--- src/rtl/divisor_restoring_param_pkg.sv ---
// Shared types and helpers for the parametrised restoring divider.
package divisor_restoring_param_pkg;

  // Controller states: waiting for a request, iterating, applying signs.
  typedef enum logic [1:0] {
    IDLE = 2'd0,
    CALC = 2'd1,
    FIX  = 2'd2
  } state_t;

  // Number of bits needed to hold values 0 .. value-1 (never less than 1).
  function automatic int clog2(input int value);
    int result;
    int rest;
    result = 0;
    rest   = value - 1;
    while (rest > 0) begin
      result = result + 1;
      rest   = rest >> 1;
    end
    if (result < 1) begin
      result = 1;
    end else begin
      result = result;
    end
    return result;
  endfunction

endpackage

--- src/rtl/divisor_restoring_param_if.sv ---
// Start/done handshake and operand/result bus of the restoring divider.
interface divisor_restoring_param_if #(
  parameter int WIDTH = 8
);
  logic             start;
  logic             sgn;
  logic [WIDTH-1:0] A_in;
  logic [WIDTH-1:0] B_in;
  logic [WIDTH-1:0] Q;
  logic [WIDTH-1:0] R;
  logic             done;
  logic             busy;
  logic             div0;

  // Requester side: issues operands, observes results.
  modport master (
    output start, sgn, A_in, B_in,
    input  Q, R, done, busy, div0
  );

  // Divider side: consumes operands, produces results.
  modport slave (
    input  start, sgn, A_in, B_in,
    output Q, R, done, busy, div0
  );
endinterface

--- src/rtl/divisor_restoring_param_step.sv ---
// One restoring-division iteration: shift {rem,quo} left, trial-subtract the
// divisor magnitude, keep the difference if non-negative, otherwise restore.
module divisor_restoring_param_step #(
  parameter int WIDTH = 8
) (
  input  logic [WIDTH:0]   rem_in,
  input  logic [WIDTH-1:0] quo_in,
  input  logic [WIDTH-1:0] divisor,
  output logic [WIDTH:0]   rem_out,
  output logic [WIDTH-1:0] quo_out
);
  logic [WIDTH:0] shifted;
  logic [WIDTH:0] trial;
  logic           unused_rem_msb;

  // The partial remainder is always below the divisor, so its top bit is
  // structurally zero; the shifted value still needs WIDTH+1 bits.
  assign unused_rem_msb = rem_in[WIDTH];

  assign shifted = {rem_in[WIDTH-1:0], quo_in[WIDTH-1]};

  // shifted < 2*divisor, so the WIDTH+1-bit two's-complement difference cannot
  // overflow and its MSB is the sign of the trial.
  assign trial   = shifted - {1'b0, divisor};

  assign rem_out = trial[WIDTH] ? shifted : trial;
  assign quo_out = {quo_in[WIDTH-2:0], ~trial[WIDTH]};
endmodule

--- src/rtl/divisor_restoring_param.sv ---
// Multi-cycle restoring divider, one quotient bit per clock, with optional
// signed mode and divide-by-zero reporting.
module divisor_restoring_param
  import divisor_restoring_param_pkg::*;
#(
  parameter int WIDTH     = 8,
  parameter int SIGNED_EN = 1
) (
  input  logic                         clk,
  input  logic                         rst,
  divisor_restoring_param_if.slave     bus
);
  localparam int CNT_W = clog2(WIDTH + 1);

  state_t             state;
  logic [CNT_W-1:0]   cnt;
  logic [WIDTH:0]     rem;
  logic [WIDTH-1:0]   quo;
  logic [WIDTH-1:0]   b_mag;
  logic               neg_q;
  logic               neg_r;
  logic               zero_div;
  logic [WIDTH-1:0]   q_reg;
  logic [WIDTH-1:0]   r_reg;
  logic               done_reg;
  logic               busy_reg;
  logic               div0_reg;

  logic               signed_mode;
  logic               a_neg;
  logic               b_neg;
  logic [WIDTH-1:0]   a_mag;
  logic [WIDTH-1:0]   b_mag_in;
  logic               b_is_zero;
  logic [WIDTH:0]     rem_next;
  logic [WIDTH-1:0]   quo_next;
  logic [WIDTH-1:0]   q_fix;
  logic [WIDTH-1:0]   r_fix;

  // Operand sign decode and magnitudes; the most negative value maps onto its
  // own bit pattern, which is the correct unsigned magnitude.
  assign signed_mode = (SIGNED_EN != 0) && bus.sgn;
  assign a_neg       = signed_mode && bus.A_in[WIDTH-1];
  assign b_neg       = signed_mode && bus.B_in[WIDTH-1];
  assign a_mag       = a_neg ? ({WIDTH{1'b0}} - bus.A_in) : bus.A_in;
  assign b_mag_in    = b_neg ? ({WIDTH{1'b0}} - bus.B_in) : bus.B_in;
  assign b_is_zero   = (bus.B_in == {WIDTH{1'b0}});

  divisor_restoring_param_step #(
    .WIDTH (WIDTH)
  ) u_step (
    .rem_in  (rem),
    .quo_in  (quo),
    .divisor (b_mag),
    .rem_out (rem_next),
    .quo_out (quo_next)
  );

  // Sign fix-up: quotient negative when operand signs differ, remainder
  // follows the dividend; MIN/-1 wraps back to MIN naturally.
  assign q_fix = neg_q ? ({WIDTH{1'b0}} - quo) : quo;
  assign r_fix = neg_r ? ({WIDTH{1'b0}} - rem[WIDTH-1:0]) : rem[WIDTH-1:0];

  assign bus.Q    = q_reg;
  assign bus.R    = r_reg;
  assign bus.done = done_reg;
  assign bus.busy = busy_reg;
  assign bus.div0 = div0_reg;

  // Controller: accept, iterate WIDTH times, then fix signs and publish.
  always_ff @(posedge clk or negedge rst) begin
    if (!rst) begin
      state    <= IDLE;
      cnt      <= {CNT_W{1'b0}};
      rem      <= {(WIDTH+1){1'b0}};
      quo      <= {WIDTH{1'b0}};
      b_mag    <= {WIDTH{1'b0}};
      neg_q    <= 1'b0;
      neg_r    <= 1'b0;
      zero_div <= 1'b0;
      q_reg    <= {WIDTH{1'b0}};
      r_reg    <= {WIDTH{1'b0}};
      done_reg <= 1'b0;
      busy_reg <= 1'b0;
      div0_reg <= 1'b0;
    end else begin
      case (state)
        IDLE: begin
          if (bus.start) begin
            done_reg <= 1'b0;
            div0_reg <= 1'b0;
            cnt      <= {CNT_W{1'b0}};
            rem      <= {(WIDTH+1){1'b0}};
            b_mag    <= b_mag_in;
            neg_q    <= a_neg ^ b_neg;
            neg_r    <= a_neg;
            if (b_is_zero) begin
              // Raw dividend parked in quo; it becomes R one edge later.
              zero_div <= 1'b1;
              quo      <= bus.A_in;
              state    <= FIX;
            end else begin
              zero_div <= 1'b0;
              quo      <= a_mag;
              busy_reg <= 1'b1;
              state    <= CALC;
            end
          end else begin
            state <= IDLE;
          end
        end
        CALC: begin
          if (cnt == CNT_W'(WIDTH)) begin
            state <= FIX;
          end else begin
            rem <= rem_next;
            quo <= quo_next;
            cnt <= cnt + CNT_W'(1);
          end
        end
        FIX: begin
          if (zero_div) begin
            q_reg    <= {WIDTH{1'b1}};
            r_reg    <= quo;
            div0_reg <= 1'b1;
          end else begin
            q_reg    <= q_fix;
            r_reg    <= r_fix;
            div0_reg <= 1'b0;
          end
          done_reg <= 1'b1;
          busy_reg <= 1'b0;
          state    <= IDLE;
        end
        default: begin
          state    <= IDLE;
          busy_reg <= 1'b0;
        end
      endcase
    end
  end
endmodule
--- src/flat_wrapper.sv ---
// flat-port wrapper written by rule: the top's interface ports become plain ports
module divisor_restoring_param_flat import divisor_restoring_param_pkg::*;
#(
  parameter int WIDTH     = 8,
  parameter int SIGNED_EN = 1
)
  (clk, rst, bus_start, bus_sgn, bus_A_in, bus_B_in, bus_Q, bus_R, bus_done, bus_busy, bus_div0);
  divisor_restoring_param_if #(.WIDTH(WIDTH)) bus_i ();
  input  logic clk;
  input  logic rst;
  input wire logic [$bits(bus_i.start)-1:0] bus_start;
  input wire logic [$bits(bus_i.sgn)-1:0] bus_sgn;
  input wire logic [$bits(bus_i.A_in)-1:0] bus_A_in;
  input wire logic [$bits(bus_i.B_in)-1:0] bus_B_in;
  output wire logic [$bits(bus_i.Q)-1:0] bus_Q;
  output wire logic [$bits(bus_i.R)-1:0] bus_R;
  output wire logic [$bits(bus_i.done)-1:0] bus_done;
  output wire logic [$bits(bus_i.busy)-1:0] bus_busy;
  output wire logic [$bits(bus_i.div0)-1:0] bus_div0;
  assign bus_i.start = bus_start;
  assign bus_i.sgn = bus_sgn;
  assign bus_i.A_in = bus_A_in;
  assign bus_i.B_in = bus_B_in;
  assign bus_Q = bus_i.Q;
  assign bus_R = bus_i.R;
  assign bus_done = bus_i.done;
  assign bus_busy = bus_i.busy;
  assign bus_div0 = bus_i.div0;
  divisor_restoring_param #(.WIDTH(WIDTH), .SIGNED_EN(SIGNED_EN)) u_core (.clk(clk), .rst(rst), .bus(bus_i));
endmodule
--- config.mk ---
export PLATFORM = sky130hd
export DESIGN_NAME = divisor_restoring_param_flat
export DESIGN_NICKNAME = d
export VERILOG_FILES = /design/src/rtl/divisor_restoring_param_pkg.sv /design/src/rtl/divisor_restoring_param_if.sv /design/src/rtl/divisor_restoring_param_step.sv /design/src/rtl/divisor_restoring_param.sv /design/src/flat_wrapper.sv
export SDC_FILE = /design/constraint.sdc
export NUM_CORES = 1
export LEC_CHECK = 0
export ABC_AREA = 0
export BUFFER_PORTS_ARGS = -buffer_cell sky130_fd_sc_hd__buf_2
export CAP_MARGIN = 20
export CORE_ASPECT_RATIO = 1.25
export CORE_MARGIN = 5
export CORE_UTILIZATION = 63
export DETAILED_ROUTE_END_ITERATION = 7
export HOLD_SLACK_MARGIN = 0.02
export MAX_ROUTING_LAYER = met4
export PLACE_DENSITY = 0.85
export SYNTH_ARGS = -nofsm -noshare
export SYNTH_HDL_FRONTEND = slang
export SYNTH_SLANG_ARGS = --single-unit
--- constraint.sdc ---
create_clock -name clk -period 6 [get_ports clk]
set_clock_uncertainty 0.05 [all_clocks]
set_input_delay 0.9 -clock clk [delete_from_list [all_inputs] [get_ports clk]]
set_output_delay 0.9 -clock clk [all_outputs]
set_load 0.005 [all_outputs]
==> results by group <==
GRT
  • First-pass GRT wire length: 11100 um
  • Most crowded layer after global routing: met2
  • Grt total ovfl: 0
  • Vias in the first global route: about 2500
  • Largest net degree at the start of global routing: 53
  • Antenna violations before repair: 0
  • Met1 Use GR: a little over a quarter
  • Met2 track demand over resource: 39.4%
  • Met3 usage: 3.52%
  • Total track usage: 22.9%

Clock network
  • Post-cts sizing count: 0
  • CTS tree: built
  • Max Buffers Root-to-Sink: 2
  • H-tree levels: 2
  • Hold buffers post-CTS: 0
  • Postcts setup bufs: 0
  • Clock Sinks: 52
  • Clk slew on worst S/H paths: 100 ps
  • Clock Latency Late Sink: between 300 and 400 ps
  • CTS Buf Count: 5
  • Root buffer cell: clkbuf_8

Floorplan
  • Num rows: 28
  • Die ar.: approximately 0.0064 sq mm
  • Die width: 72.7 um
  • Initial Util: 65.1%
  • Die height: 88.4 um
  • # IOs: 39
  • Core ar.: approximately 0.0048 sq mm

Layout
  • Seq. cell area: 0.00130 sq mm
  • Diodes inserted: 0
  • Area Growth Syn to Fin: 11.1%
  • Multi-input gate area: 0.00165 sq mm
  • Layout cells sized above 1: 14.1%
  • Commonest non-fill, non-tap cell in the layout: nand2_1
  • Most frequent cells in the layout: nand2_1 (54), dfrtp_1 (52), buf_2 (38), nor2_1 (29), o21ai_0 (28)
  • Number of nets in the layout: 418
  • Fillers: 384

Status
  • Status: completed

Logic synthesis
  • Register area share after synthesis: a little over two fifths
  • Post-synthesis area per instance: 8.76 sq um
  • Mapped Cells: 354
  • Syn. warnings: 0
  • EDFF count, synth: 0
  • Post-synth ARST share: 100%
  • Synthesized flop and latch total: 52
  • Yosys cell types: 46
  • Syn nets: 389
  • Synth Cell Area: slightly above 0.003 sq mm
  • Primary FF master, synth: dfrtp_1

Timing
  • Setup TNS: 0 ps
  • Relative slew slack: 40.6%
  • Crit path time final: 2780 ps
  • Tightest Pin Transition: around 900 ps
  • Slew Viols, Final: 0
  • Hold Vio Cnt, Final: 0
  • Endpoints failing setup: 0
  • FMAX: 360 MHz
  • Period utilization: 46.3%
  • Setup slack after layout: 3220 ps
  • RSZ-0062 raised after global routing: no

Place
  • DP HPWL: 5030 um
  • Post-Place Setup Slack: approximately 3300 ps
  • RePlAce Congestion: 0.878
  • Count of input and output buffers: 38

Setup path
  • Critical Path RT: 6110 ps
  • Most frequent CP cell: nand2b_1
  • Critical Path Source Type: register
  • Worst EP arrival: 2890 ps
  • Max Fanout on Critical Path: 14
  • WS Path Type: register to register
  • Max stage delay cell, worst path: xor2_1
  • Max stage delay on crit path: 710 ps
  • Critical path, cell by cell: inv_1, ha_1, fa_1, nand2b_1, a21oi_1, o21ai_0, xor2_1, nand2b_1, o311ai_0
  • CP endpoint kind: register

Power
  • VDD IR-drop max: 0.000332 V
  • Power per cell area: between 500 and 600 mW/mm^2
  • Lkg Pwr: 1.62 nW

Flow run
  • MaxCap Viol Count: 0

Min path
  • Worst min-delay path class: register to register

Route
  • Avg WL per Cell: 15.0 um
  • Residual DRC: 0
  • Final WL: 6660 um
  • Post-route ant nets: 0
  • TritonRoute pass-1 iters: 4
  • Vias per cell: 5.88
  • Drt initial violations: 98
  • Routed vias: 2610
Yosys cell counts (all sizes together), types with 2 or more instances:
cell type  count  share of area (%)
clkbuf        14                1.7
or3            4               0.97
xor2          17                4.8
ha            14                5.6
inv           21                2.5
xnor2         15                4.2
o31ai          5                1.7
a21oi         24                4.0
a21o           2               0.48
dfrtp         52                 42
nor2          29                3.5
o311ai         6                1.7
o21ai         28                4.5
buf            4               0.65
a31oi          2               0.40
o221ai         5                1.4
nand3         17                2.7
o211ai         2               0.48
nor2b          5                1.0
nor3           3               0.48
nand2         54                6.5
nand2b         6                1.2
mux2i          7                2.3
logic make-up (layout without fill, tap and decap cells):
group	count (synthesis)	count (layout)	share of synthesized area, %
and+or+nand+nor	127	127	18.6
xor gates and xnor gates	32	32	9.04
DFF	52	52	42.0
AOI/OAI and AO/OA	82	82	17.0
adders and majority gates	15	15	6.30
muxes	7	7	2.26
buffers and inverters	39	69	4.88
report_power, final:
group / total, mW / leakage, nW / switching, mW / internal, mW
Sequential: 0.664 / 0.652 / 0.163 / 0.501
Combinational: 0.914 / 0.902 / 0.526 / 0.388
Clock: 0.289 / 0.0687 / 0.121 / 0.168
stage by stage:
step	cells	hold slack, ps	utilization, %	total power, mW	cell area, sq um
detailed placement	436	415	69.4	1.58	3310
finish	444	432	72.3	1.87	3450
global route	444	466	72.3	2.03	3450
CTS	444	437	72.3	1.87	3450
floorplan	354	400	-	1.34	3100
global placement	436	395	69.4	1.54	3310
path summary, 6_finish.rpt:
path                                 start         endpoint  slack [ps]  cells after the start
max                          u_core.quo[7]    u_core.quo[0]        3220                      9
min                        u_core.bus.R[1]  u_core.bus.R[1]         430                      2
max reg2reg                  u_core.quo[7]    u_core.quo[0]        3220                      9
min reg2reg                u_core.bus.R[1]  u_core.bus.R[1]         430                      2
max in group asynchronous              rst  u_core.b_mag[2]        4830                      2
min in group asynchronous              rst  u_core.bus.Q[0]         640                      2
metal layers:
metal | vias up | part of all wire (%)
li1 | 1276 | -
met1 | 1246 | 41
met2 | 70 | 51
met3 | 18 | 5.0
met4 | 0 | 2.3
met5 | - | 0
worst max-delay path, delay by kind of cell, from the launching register on:
kind / cells / cell delay [ps]
AOI/OAI and AO/OA: 3 / 410
and+or+nand+nor: 2 / 400
DFF: 1 / 350
xor gates and xnor gates: 1 / 710
buffers and inverters: 1 / 90
adders and majority gates: 2 / 610
layout make-up:
cell class / count / area share [%]
multi-input combinational: 263 / 47.8
timing repair buffer: 40 / 5.95
clock inverter: 3 / 2.00
tap: 60 / 2.18
sequential: 52 / 37.8
clock buffer: 5 / 2.00
inverter: 21 / 2.29
(Power assumes the default switching activity.)
